--- config.mk ---
export PLATFORM = sky130hd
export DESIGN_NAME = cordic_share_ctrl_flat
export DESIGN_NICKNAME = d
export VERILOG_FILES = /design/src/rtl/cordic_pkg.sv /design/src/rtl/cordic_share_ctrl_if.sv /design/src/rtl/cordic_share_ctrl_rr_arbiter.sv /design/src/rtl/cordic_share_ctrl.sv /design/src/flat_wrapper.sv
export SDC_FILE = /design/constraint.sdc
export NUM_CORES = 1
export LEC_CHECK = 0
export ABC_AREA = 0
export CORE_UTILIZATION = 33
export DETAILED_ROUTE_END_ITERATION = 16
export PLACE_DENSITY = 0.71
export SLEW_MARGIN = 5
export SYNTH_ARGS = -nofsm -noshare
export SYNTH_HDL_FRONTEND = slang
export SYNTH_SLANG_ARGS = --single-unit
--- constraint.sdc ---
create_clock -name CLK1 -period 3.4 [get_ports CLK1]
set_input_delay 0.68 -clock CLK1 [delete_from_list [all_inputs] [get_ports CLK1]]
set_output_delay 0.68 -clock CLK1 [all_outputs]
set_load 0.01 [all_outputs]
--- src/rtl/cordic_pkg.sv ---
// Purpose: shared types and constants for the CORDIC sharing controller.
// Latency: n/a (declarations only).
// Backpressure: n/a. Contents: W_DEF operand width, state_t FSM states, clog2 ID-width helper.
package cordic_pkg;

  localparam int W_DEF = 13;

  typedef enum logic [1:0] {
    IDLE  = 2'd0,
    START = 2'd1,
    WAIT  = 2'd2,
    RESP  = 2'd3
  } state_t;

  // Width of an index able to address n items; never less than 1 bit.
  function automatic int clog2(input int n);
    int r;
    r = 1;
    while ((1 << r) < n) r++;
    return r;
  endfunction

endpackage

--- src/rtl/cordic_share_ctrl_if.sv ---
// Purpose: bundles requester, CORDIC core and response signals of the sharing controller.
// Latency: n/a (wires only).
// Backpressure: rsp_valid/rsp_ready handshake; req is a level held until gnt.
// Ports: master = controller side, slave = requesters/core/consumer side.
interface cordic_share_ctrl_if import cordic_pkg::*; #(
  parameter int N_REQ = 4,
  parameter int W     = W_DEF
);
  localparam int IW = clog2(N_REQ);

  logic [N_REQ-1:0]   req;
  logic [N_REQ*W-1:0] req_i;
  logic [N_REQ*W-1:0] req_q;
  logic [N_REQ-1:0]   gnt;
  logic [W-1:0]       core_i;
  logic [W-1:0]       core_q;
  logic               core_enable;
  logic               core_ready;
  logic [W-1:0]       core_pm;
  logic [W-1:0]       core_am;
  logic               rsp_valid;
  logic               rsp_ready;
  logic [IW-1:0]      rsp_id;
  logic [W-1:0]       rsp_pm;
  logic [W-1:0]       rsp_am;
  logic               rsp_err;
  logic               busy;

  modport master (
    input  req, req_i, req_q, core_ready, core_pm, core_am, rsp_ready,
    output gnt, core_i, core_q, core_enable, rsp_valid, rsp_id, rsp_pm, rsp_am, rsp_err, busy
  );

  modport slave (
    output req, req_i, req_q, core_ready, core_pm, core_am, rsp_ready,
    input  gnt, core_i, core_q, core_enable, rsp_valid, rsp_id, rsp_pm, rsp_am, rsp_err, busy
  );

endinterface

--- src/rtl/cordic_share_ctrl_rr_arbiter.sv ---
// Purpose: round-robin pick of the first set req bit searching upward from rr_ptr, wrapping.
// Latency: combinational.
// Backpressure: none; the caller decides when the pick is consumed.
// Ports: req, rr_ptr in; found, one-hot pick and binary pick_idx out.
module rr_arbiter import cordic_pkg::*; #(
  parameter int N_REQ = 4,
  parameter int IW    = clog2(N_REQ)
) (
  input  logic [N_REQ-1:0] req,
  input  logic [IW-1:0]    rr_ptr,
  output logic             found,
  output logic [N_REQ-1:0] pick,
  output logic [IW-1:0]    pick_idx
);

  always_comb begin
    logic [IW-1:0] j;
    found    = 1'b0;
    pick     = '0;
    pick_idx = '0;
    j        = '0;
    for (int k = 0; k < N_REQ; k++) begin
      j = IW'((int'(rr_ptr) + k) % N_REQ);
      if (!found && req[j]) begin
        found    = 1'b1;
        pick[j]  = 1'b1;
        pick_idx = j;
      end
    end
  end

endmodule

--- src/rtl/cordic_share_ctrl.sv ---
// Purpose: round-robin sharing of one iterative CORDIC core among N_REQ requesters.
// Latency: req->gnt/core_enable 1 cycle; core_ready->rsp_valid 1 cycle; timeout at TIMEOUT+1 after enable.
// Backpressure: response held until rsp_ready; no new grant until the response is taken.
// Ports: CLK1, RST_n (async active-low), bus (cordic_share_ctrl_if.master).
module cordic_share_ctrl import cordic_pkg::*; #(
  parameter int N_REQ   = 4,
  parameter int W       = W_DEF,
  parameter int TIMEOUT = 63
) (
  input logic                 CLK1,
  input logic                 RST_n,
  cordic_share_ctrl_if.master bus
);
  localparam int         IW     = clog2(N_REQ);
  localparam logic [7:0] TO_CNT = 8'(TIMEOUT);

  state_t             state, state_nxt;
  logic [IW-1:0]      rr_ptr, id, ptr_nxt;
  logic [7:0]         cnt, cnt_inc;
  logic [W-1:0]       op_i, op_q, res_pm, res_am;
  logic               res_err;
  logic               arb_found;
  logic [N_REQ-1:0]   arb_pick;
  logic [IW-1:0]      arb_idx;
  logic [W-1:0]       sel_i, sel_q;
  logic               ready_hit, timeout_hit;

  rr_arbiter #(.N_REQ(N_REQ), .IW(IW)) u_arb (
    .req      (bus.req),
    .rr_ptr   (rr_ptr),
    .found    (arb_found),
    .pick     (arb_pick),
    .pick_idx (arb_idx)
  );

  // AND-OR operand mux driven by the one-hot pick.
  always_comb begin
    sel_i = '0;
    sel_q = '0;
    for (int k = 0; k < N_REQ; k++) begin
      if (arb_pick[k]) begin
        sel_i = sel_i | bus.req_i[k*W +: W];
        sel_q = sel_q | bus.req_q[k*W +: W];
      end
    end
  end

  assign cnt_inc = cnt + 8'd1;
  assign ptr_nxt = (id == IW'(N_REQ - 1)) ? '0 : id + IW'(1);

  always_ff @(posedge CLK1 or negedge RST_n) begin
    if (!RST_n) state <= IDLE;
    else        state <= state_nxt;
  end

  always_comb begin
    state_nxt       = state;
    ready_hit       = 1'b0;
    timeout_hit     = 1'b0;
    bus.gnt         = '0;
    bus.core_enable = 1'b0;
    bus.rsp_valid   = 1'b0;
    bus.busy        = (state != IDLE);
    case (state)
      IDLE: if (arb_found) state_nxt = START;
      START: begin
        bus.gnt         = N_REQ'(1) << id;
        bus.core_enable = 1'b1;
        state_nxt       = WAIT;
      end
      WAIT: begin
        // A ready arriving on the final timeout cycle still counts as a result.
        if (bus.core_ready) begin
          ready_hit = 1'b1;
          state_nxt = RESP;
        end else if (cnt_inc == TO_CNT) begin
          timeout_hit = 1'b1;
          state_nxt   = RESP;
        end
      end
      RESP: begin
        bus.rsp_valid = 1'b1;
        if (bus.rsp_ready) state_nxt = IDLE;
      end
      default: state_nxt = IDLE;
    endcase
  end

  always_ff @(posedge CLK1 or negedge RST_n) begin
    if (!RST_n) begin
      rr_ptr  <= '0;
      id      <= '0;
      cnt     <= '0;
      op_i    <= '0;
      op_q    <= '0;
      res_pm  <= '0;
      res_am  <= '0;
      res_err <= 1'b0;
    end else begin
      case (state)
        IDLE: begin
          if (arb_found) begin
            id   <= arb_idx;
            op_i <= sel_i;
            op_q <= sel_q;
          end
        end
        START: begin
          rr_ptr <= ptr_nxt;
          cnt    <= '0;
        end
        WAIT: begin
          cnt <= cnt_inc;
          if (ready_hit) begin
            res_pm  <= bus.core_pm;
            res_am  <= bus.core_am;
            res_err <= 1'b0;
          end else if (timeout_hit) begin
            res_pm  <= '0;
            res_am  <= '0;
            res_err <= 1'b1;
          end
        end
        default: ;
      endcase
    end
  end

  assign bus.core_i  = op_i;
  assign bus.core_q  = op_q;
  assign bus.rsp_id  = id;
  assign bus.rsp_pm  = res_pm;
  assign bus.rsp_am  = res_am;
  assign bus.rsp_err = res_err;

endmodule

--- src/flat_wrapper.sv ---
// flat-port wrapper written by rule: the top's interface ports become plain ports
module cordic_share_ctrl_flat import cordic_pkg::*;
#(
  parameter int N_REQ   = 4,
  parameter int W       = W_DEF,
  parameter int TIMEOUT = 63
)
  (CLK1, RST_n, bus_req, bus_req_i, bus_req_q, bus_core_ready, bus_core_pm, bus_core_am, bus_rsp_ready, bus_gnt, bus_core_i, bus_core_q, bus_core_enable, bus_rsp_valid, bus_rsp_id, bus_rsp_pm, bus_rsp_am, bus_rsp_err, bus_busy);
  cordic_share_ctrl_if #(.N_REQ(N_REQ), .W(W)) bus_i ();
  input logic CLK1;
  input logic RST_n;
  input wire logic [$bits(bus_i.req)-1:0] bus_req;
  input wire logic [$bits(bus_i.req_i)-1:0] bus_req_i;
  input wire logic [$bits(bus_i.req_q)-1:0] bus_req_q;
  input wire logic [$bits(bus_i.core_ready)-1:0] bus_core_ready;
  input wire logic [$bits(bus_i.core_pm)-1:0] bus_core_pm;
  input wire logic [$bits(bus_i.core_am)-1:0] bus_core_am;
  input wire logic [$bits(bus_i.rsp_ready)-1:0] bus_rsp_ready;
  output wire logic [$bits(bus_i.gnt)-1:0] bus_gnt;
  output wire logic [$bits(bus_i.core_i)-1:0] bus_core_i;
  output wire logic [$bits(bus_i.core_q)-1:0] bus_core_q;
  output wire logic [$bits(bus_i.core_enable)-1:0] bus_core_enable;
  output wire logic [$bits(bus_i.rsp_valid)-1:0] bus_rsp_valid;
  output wire logic [$bits(bus_i.rsp_id)-1:0] bus_rsp_id;
  output wire logic [$bits(bus_i.rsp_pm)-1:0] bus_rsp_pm;
  output wire logic [$bits(bus_i.rsp_am)-1:0] bus_rsp_am;
  output wire logic [$bits(bus_i.rsp_err)-1:0] bus_rsp_err;
  output wire logic [$bits(bus_i.busy)-1:0] bus_busy;
  assign bus_i.req = bus_req;
  assign bus_i.req_i = bus_req_i;
  assign bus_i.req_q = bus_req_q;
  assign bus_i.core_ready = bus_core_ready;
  assign bus_i.core_pm = bus_core_pm;
  assign bus_i.core_am = bus_core_am;
  assign bus_i.rsp_ready = bus_rsp_ready;
  assign bus_gnt = bus_i.gnt;
  assign bus_core_i = bus_i.core_i;
  assign bus_core_q = bus_i.core_q;
  assign bus_core_enable = bus_i.core_enable;
  assign bus_rsp_valid = bus_i.rsp_valid;
  assign bus_rsp_id = bus_i.rsp_id;
  assign bus_rsp_pm = bus_i.rsp_pm;
  assign bus_rsp_am = bus_i.rsp_am;
  assign bus_rsp_err = bus_i.rsp_err;
  assign bus_busy = bus_i.busy;
  cordic_share_ctrl #(.N_REQ(N_REQ), .W(W), .TIMEOUT(TIMEOUT)) u_core (.CLK1(CLK1), .RST_n(RST_n), .bus(bus_i));
endmodule
=== Yosys cells after proc, flatten, opt, wreduce, memory -nomap -nowiden ===
Cells that the tools add are included.

* Register bits after elaboration: 67
* Bits in latches: 0
* Bits in writable memories: 0
* Memory bits (read-only): 0
* Input port bits: 138
* Output and inout bits: 62
* Word-level logic and storage cells: 113
* Memories: 0

* $add $sub $neg: 5
* Multiply operators: 0
* Div/mod/pow operators: 0
* $lt $le $gt $ge: 8
* Equal/unequal tests: 8
* Shift-type cells: 1
* Muxes and demuxes: 56
* Bitwise logic cells: 9
* Reductions and logical operators: 17

{| class="wikitable"
|+ Operators with widths
! operator !! number
|-
| two-way mux 13 bit || 11
|-
| OR 13 bit || 6
|-
| two-way mux 1 bit || 21
|-
| two-way mux 4 bit || 5
|-
| two-way mux 2 bit || 9
|-
| one-hot mux 8 bit (2 select lines) || 1
|-
| < comparator 2 x 3 -> 1 bit, second input constant || 4
|-
| OR 4 bit || 3
|-
| adder 8 x 1 -> 8 bit, second input constant || 1
|-
| binary-select mux 1 bit (select 2 bit) || 4
|-
| demux 1 bit (select 2 bit) || 4
|-
| equality test 8 x 6 -> 1 bit, second input constant || 1
|-
| >= comparator 2 x 1 -> 1 bit, second input constant || 4
|-
| one-hot mux 2 bit (4 select lines) || 1
|-
| logical AND 1 bit || 7
|-
| equality test 2 bit, second input constant || 3
|-
| nonzero test 2 bit || 3
|-
| adder 2 x 1 -> 2 bit, second input constant || 2
|-
| adder 2 bit, second input constant || 2
|-
| AND reduction 2 bit || 2
|-
| << shifter 1 x 2 -> 4 bit, first input constant || 1
|-
| logical NOT 1 bit || 3
|-
| != test 3 x 2 -> 1 bit, second input constant || 1
|-
| AND reduction 3 bit || 1
|-
| other kinds (4) || 4
|}

=== Logic depth before layout (Yosys ltp) ===
* Depth in word-level cells: 19
* Mapped depth: 11
* Depth with buffers taken out: 8

=== Modules after synthesis ===
A second synthesis with hierarchy kept.

* Cells, all modules: 344
* Area, all modules: 3677.3 um^2

{| class="wikitable"
|+ Modules (own cells, without submodules)
! module !! times used !! cells an instance !! area an instance (um^2) !! seq. area each (um^2)
|-
| cordic_share_ctrl || 1 || 299 || 3258.1 || 1676.6
|-
| rr_arbiter || 1 || 45 || 419.2 || 0.0
|}

=== Worst setup path after synthesis ===
Ideal clock, no wire load.

* Path kind: flip-flop to flip-flop
* Start point: register u_core.rr_ptr[1]
* End point: register u_core.state[1]
* Setup time: 128 ps
* Data arrival time: 2666 ps
* Data required time: 3272 ps
* Setup slack: 607 ps
* Cell stages (with the launch flop): 11
* Path buffers: 2
* Clock period less this slack: 2793 ps
* Cell sequence: dfrtp_1 > buf_2 > inv_1 > ha_1 > buf_2 > mux2_2 > mux2i_4 > nand3_2 > o32a_1 > o31ai_2 > mux2_1

* Word-level cells in the longest chain between the ends: 14
* Elaborated cells between the ends (all ways): 23
* Those cells by class: 3 x add/sub; 1 x eq/ne; 12 x mux; 7 x reduce/logical

{| class="wikitable"
|+ RTL lines
! element !! line !! source
|-
| start, declared || cordic_share_ctrl.sv:18 || <nowiki>logic [IW-1:0] rr_ptr, id, ptr_nxt;</nowiki>
|-
| start signal, assigned || cordic_share_ctrl.sv:109 || <nowiki>rr_ptr <= ptr_nxt;</nowiki>
|-
| branches (longest 11 deep; another with adder 2 x 1 -> 2 bit) || n/a ||
|-
| two-way mux 1 bit (*) || cordic_share_ctrl_rr_arbiter.sv:24 || <nowiki>if (!found && req[j]) begin</nowiki>
|-
| != test 2 x 1 -> 1 bit (no source line) (*) || n/a ||
|-
| AND reduction 3 bit (no source line) (*) || n/a ||
|-
| end signal, assigned || cordic_share_ctrl.sv:53 || <nowiki>else state <= state_nxt;</nowiki>
|-
| end, declared || cordic_share_ctrl.sv:17 || <nowiki>state_t state, state_nxt;</nowiki>
|}

Mark *: on every way between the ends. The select of a mux whose other input is x is not followed.
A chain may end at the register's enable or synchronous reset.

=== Final worst setup path ===
* Start point: register u_core.rr_ptr[0]
* End point: register u_core.op_i[9] (netlist: u_core.bus.core_i[9])

* Word-level cells in the longest chain between the ends: 19
* Elaborated cells between the ends (all ways): 56
* Those cells by class: 3 x add/sub; 8 x order compare; 28 x mux; 6 x bitwise; 11 x reduce/logical

{| class="wikitable"
|+ RTL lines
! element !! line !! source
|-
| branches (longest 19 deep; another with < comparator 2 x 3 -> 1 bit) || n/a ||
|-
| end signal, assigned || cordic_share_ctrl.sv:104 || <nowiki>op_i <= sel_i;</nowiki>
|-
| end, declared || cordic_share_ctrl.sv:20 || <nowiki>logic [W-1:0] op_i, op_q, res_pm, res_am;</nowiki>
|}

Several ways; the timed one is not identified. The select of a mux whose other input is x is not followed.

==> qor.txt <==
combinational cell fraction of total power = 63.8%
first-pass GRT wire length = 26,500 um
Leak Pwr = 2.76 nW
Final min period = 2.81 ns
Max-Cap Viols = 0
post-route ant nets = 0
Starting Density = 34.5%
net switching power = 2.83 mW
WS Path Type = reg -> reg
Least-Margin Pin Slew = 0.982 ns
Req. time, crit path = 3.65 ns
Largest delay share family, worst path = compound AO/OA/AOI/OAI gates
Synth cell types = 43
crit-path max cell delay = 0.48 ns
Avg Cell Area, Syn = 9.16 sq um
worst path arrival time = 3.06 ns
Crit Path Max Fanout = 26
largest vdd supply drop = 0.504 mV
Final Hold Viols = 0
PD cells = 930 mW/mm^2
RePlAce Congestion = 0.852
main flop type after synthesis = dfrtp_1
Crit path depth = 9
R2R Path End = u_core.bus.core_i[9]$_DFFE_PN0P_
Root Driver = clkbuf_16
M1 WL = 6920 um
Core ar. = 0.0128 sq mm
DR WL/cell = 19.8 um
initial antenna violation count = 0
# rows = 41
# resized after CTS = 0
Sw Ratio = 44.2%
Total GRT Usage = 24.0%
pin count of the biggest net entering global routing = 30
R2R Setup Slk = 0.59 ns
Placement Cell Area = 0.00658 sq mm
post-detail-place hpwl = 11,700 um
status = completed
Max Used Layer = met4
Slew HR = 34.5%
Tightest Hold Check Type = in -> async
vias in the first global route = 5,129
Setup crit end kind = flop
H-tree depth = 3
first drt pass iteration count = 8
Critical Path Source Type = flop
Clock Sinks = 67
Post CTS Setup Buffer Count = 0
worst-path cell with the longest stage delay = ha_1
yosys warns = 0
Clock Skew = 0.00757 ns
Area Growth Syn to Fin = 55.4%
cell area after layout = 0.00687 sq mm
FF+latch count, synth = 67
Slew Viols, Final = 0
Final nets = 828
Post-synth ARST share = 100%
Top-Level Pins = 200
Seq/Total Area, Yosys = 37.9%
Clock power frac = 14.7%
Setup TNS Final = 0 ns
post-DR vias/cell = 5.92
fin crit share = 82.6%
Sequential Power Share = 21.5%
TritonCTS clock tree = done
routed length on met2 = 8050 um
IO Port Bufs = 199
via count = 5,016
number of buffers created by CTS = 9
layout cell share with drive strength beyond 1 = 7.54%
GRT overflow = 0
# diodes = 0
maximum buffer depth of the clock tree = 2
post-synthesis cell area = 0.00442 sq mm
met3 routed WL = 1380 um
EDFF count, synth = 0
Die Wd = 118 um
insertion delay to the later sink of the worst-skew pair = 0.33 ns
reg2reg start = u_core.rr_ptr[0]$_DFFE_PN0P_
Syn Nets = 640
Hold-fix buffers, CTS = 0
initial drt markers = 641
Fmax = 356 MHz
crit path buf inv count = 2
unrepaired setup endpoints after global routing = false
cell internal pwr = 3.57 mW
Die H = 118 um
crit path cell chain = inv_2 -> ha_1 -> mux2_2 -> mux2i_4 -> o211ai_1 -> a31oi_4 -> buf_4 -> a222oi_1 -> a31oi_1
routed wire length = 16,800 um
DRC violations left = 0
Reg clk slew, reported paths = 0.06 ns
Die Area = 0.0139 sq mm
# setup viols final = 0
cells after synthesis = 483
R2R depth = 9
Pwr Total = 6.39 mW
-- synthesized netlist by cell type (6+ instances only) --
library cell | count | area, sq um
nor2_1 | 38 | 143
mux2_2 | 6 | 67.6
a22oi_1 | 53 | 398
buf_4 | 6 | 45.0
a222oi_1 | 26 | 260
ha_1 | 19 | 238
mux2i_1 | 7 | 70.1
o21ai_0 | 31 | 155
nand3_1 | 8 | 40.0
dfrtp_1 | 67 | 1680
nand2_1 | 57 | 214
a21oi_1 | 13 | 65.1
a22o_1 | 26 | 228
inv_1 | 16 | 60.1
clkbuf_1 | 23 | 86.3
a31oi_1 | 30 | 188
-- area by class of cell --
class / instances / area [sq um]
tap: 172 / 215
fill: 1149 / 5950
sequential: 67 / 1680
clock inverter: 6 / 66.3
clock buffer: 10 / 229
multi-input combinational: 360 / 2510
inverter: 17 / 63.8
timing repair buffer: 216 / 2110
-- power by group through the flow --
stage | clock, mW | sequential, mW | combinational [mW]
finish | 0.941 | 1.38 | 4.08
global route | 0.992 | 1.42 | 4.39
CTS | 0.959 | 1.38 | 4.06
detailed placement | 0 | 1.38 | 4.03
global placement | 0 | 1.37 | 3.94
floorplan | 0 | 1.51 | 2.33
-- worst max path at each step --
stage | from | to | slack [ns]
after global routing | u_core.rr_ptr[0]$_DFFE_PN0P_ | u_core.state[1]$_DFFE_PN0P_ | 0.44
after floorplan | u_core.rr_ptr[1]$_DFFE_PN0P_ | u_core.state[1]$_DFFE_PN0P_ | 0.61
after CTS | u_core.rr_ptr[0]$_DFFE_PN0P_ | u_core.state[1]$_DFFE_PN0P_ | 0.60
after detailed placement | bus_req[3] | u_core.bus.core_q[11]$_DFFE_PN0P_ | 0.37
after global placement | bus_req[3] | u_core.state[1]$_DFFE_PN0P_ | 0.47
final | u_core.rr_ptr[0]$_DFFE_PN0P_ | u_core.bus.core_i[9]$_DFFE_PN0P_ | 0.59
-- registers in the layout, indices dropped and copies added (netlist names) --
signal / count
u_core.cnt: 8
u_core.state: 2
u_core.bus.rsp_am: 13
u_core.bus.rsp_err: 1
u_core.bus.core_i: 13
u_core.bus.rsp_id: 2
u_core.rr_ptr: 2
u_core.bus.core_q: 13
u_core.bus.rsp_pm: 13
-- placed cells by master, fill, tap and decap left out, drive strengths merged, types with 2 or more instances in the layout --
master,count
nor4,2
a22oi,53
o21a,2
nand2,57
buf,18
ha,19
inv,17
a22o,26
o22ai,4
xnor2,3
a21oi,13
a31oi,34
dfrtp,67
o211ai,4
mux2i,8
clkinvlp,3
mux2,8
clkdlybuf4s50,198
nor2,38
clkbuf,10
a222oi,26
nor3b,2
and2,5
nand3,9
a21o,2
o21ai,33
a211oi,4
clkinv,2
-- per-layer routing --
| metal | GRT usage, % | vias up |
|---|---|---|
| met1 | 30.1 | 2433 |
| li1 | - | 2244 |
| met3 | 4.94 | 44 |
| met5 | 0 | - |
| met2 | 39.8 | 295 |
| met4 | 10.2 | 0 |
-- logic make-up after synthesis --
group | synth area share [%]
buf+inv | 5.40
compound gates | 34.9
fa+ha+maj | 5.37
mux | 4.72
xor+xnor | 0.594
flops | 37.9
simple gates | 11.1
-- per-stage QoR --
step | util, % | worst slack (ns) | std cells | hold slack, ns
2_1_floorplan | - | 0.607 | 483 | 0.384
3_3_place_gp | 51.3 | 0.473 | 832 | 0.483
3_5_place_dp | 51.3 | 0.370 | 832 | 0.486
4_1_cts | 53.6 | 0.602 | 848 | 0.382
5_1_grt | 53.6 | 0.442 | 848 | 0.418
6_report | 53.6 | 0.591 | 848 | 0.372
(Power assumes the default switching activity.)
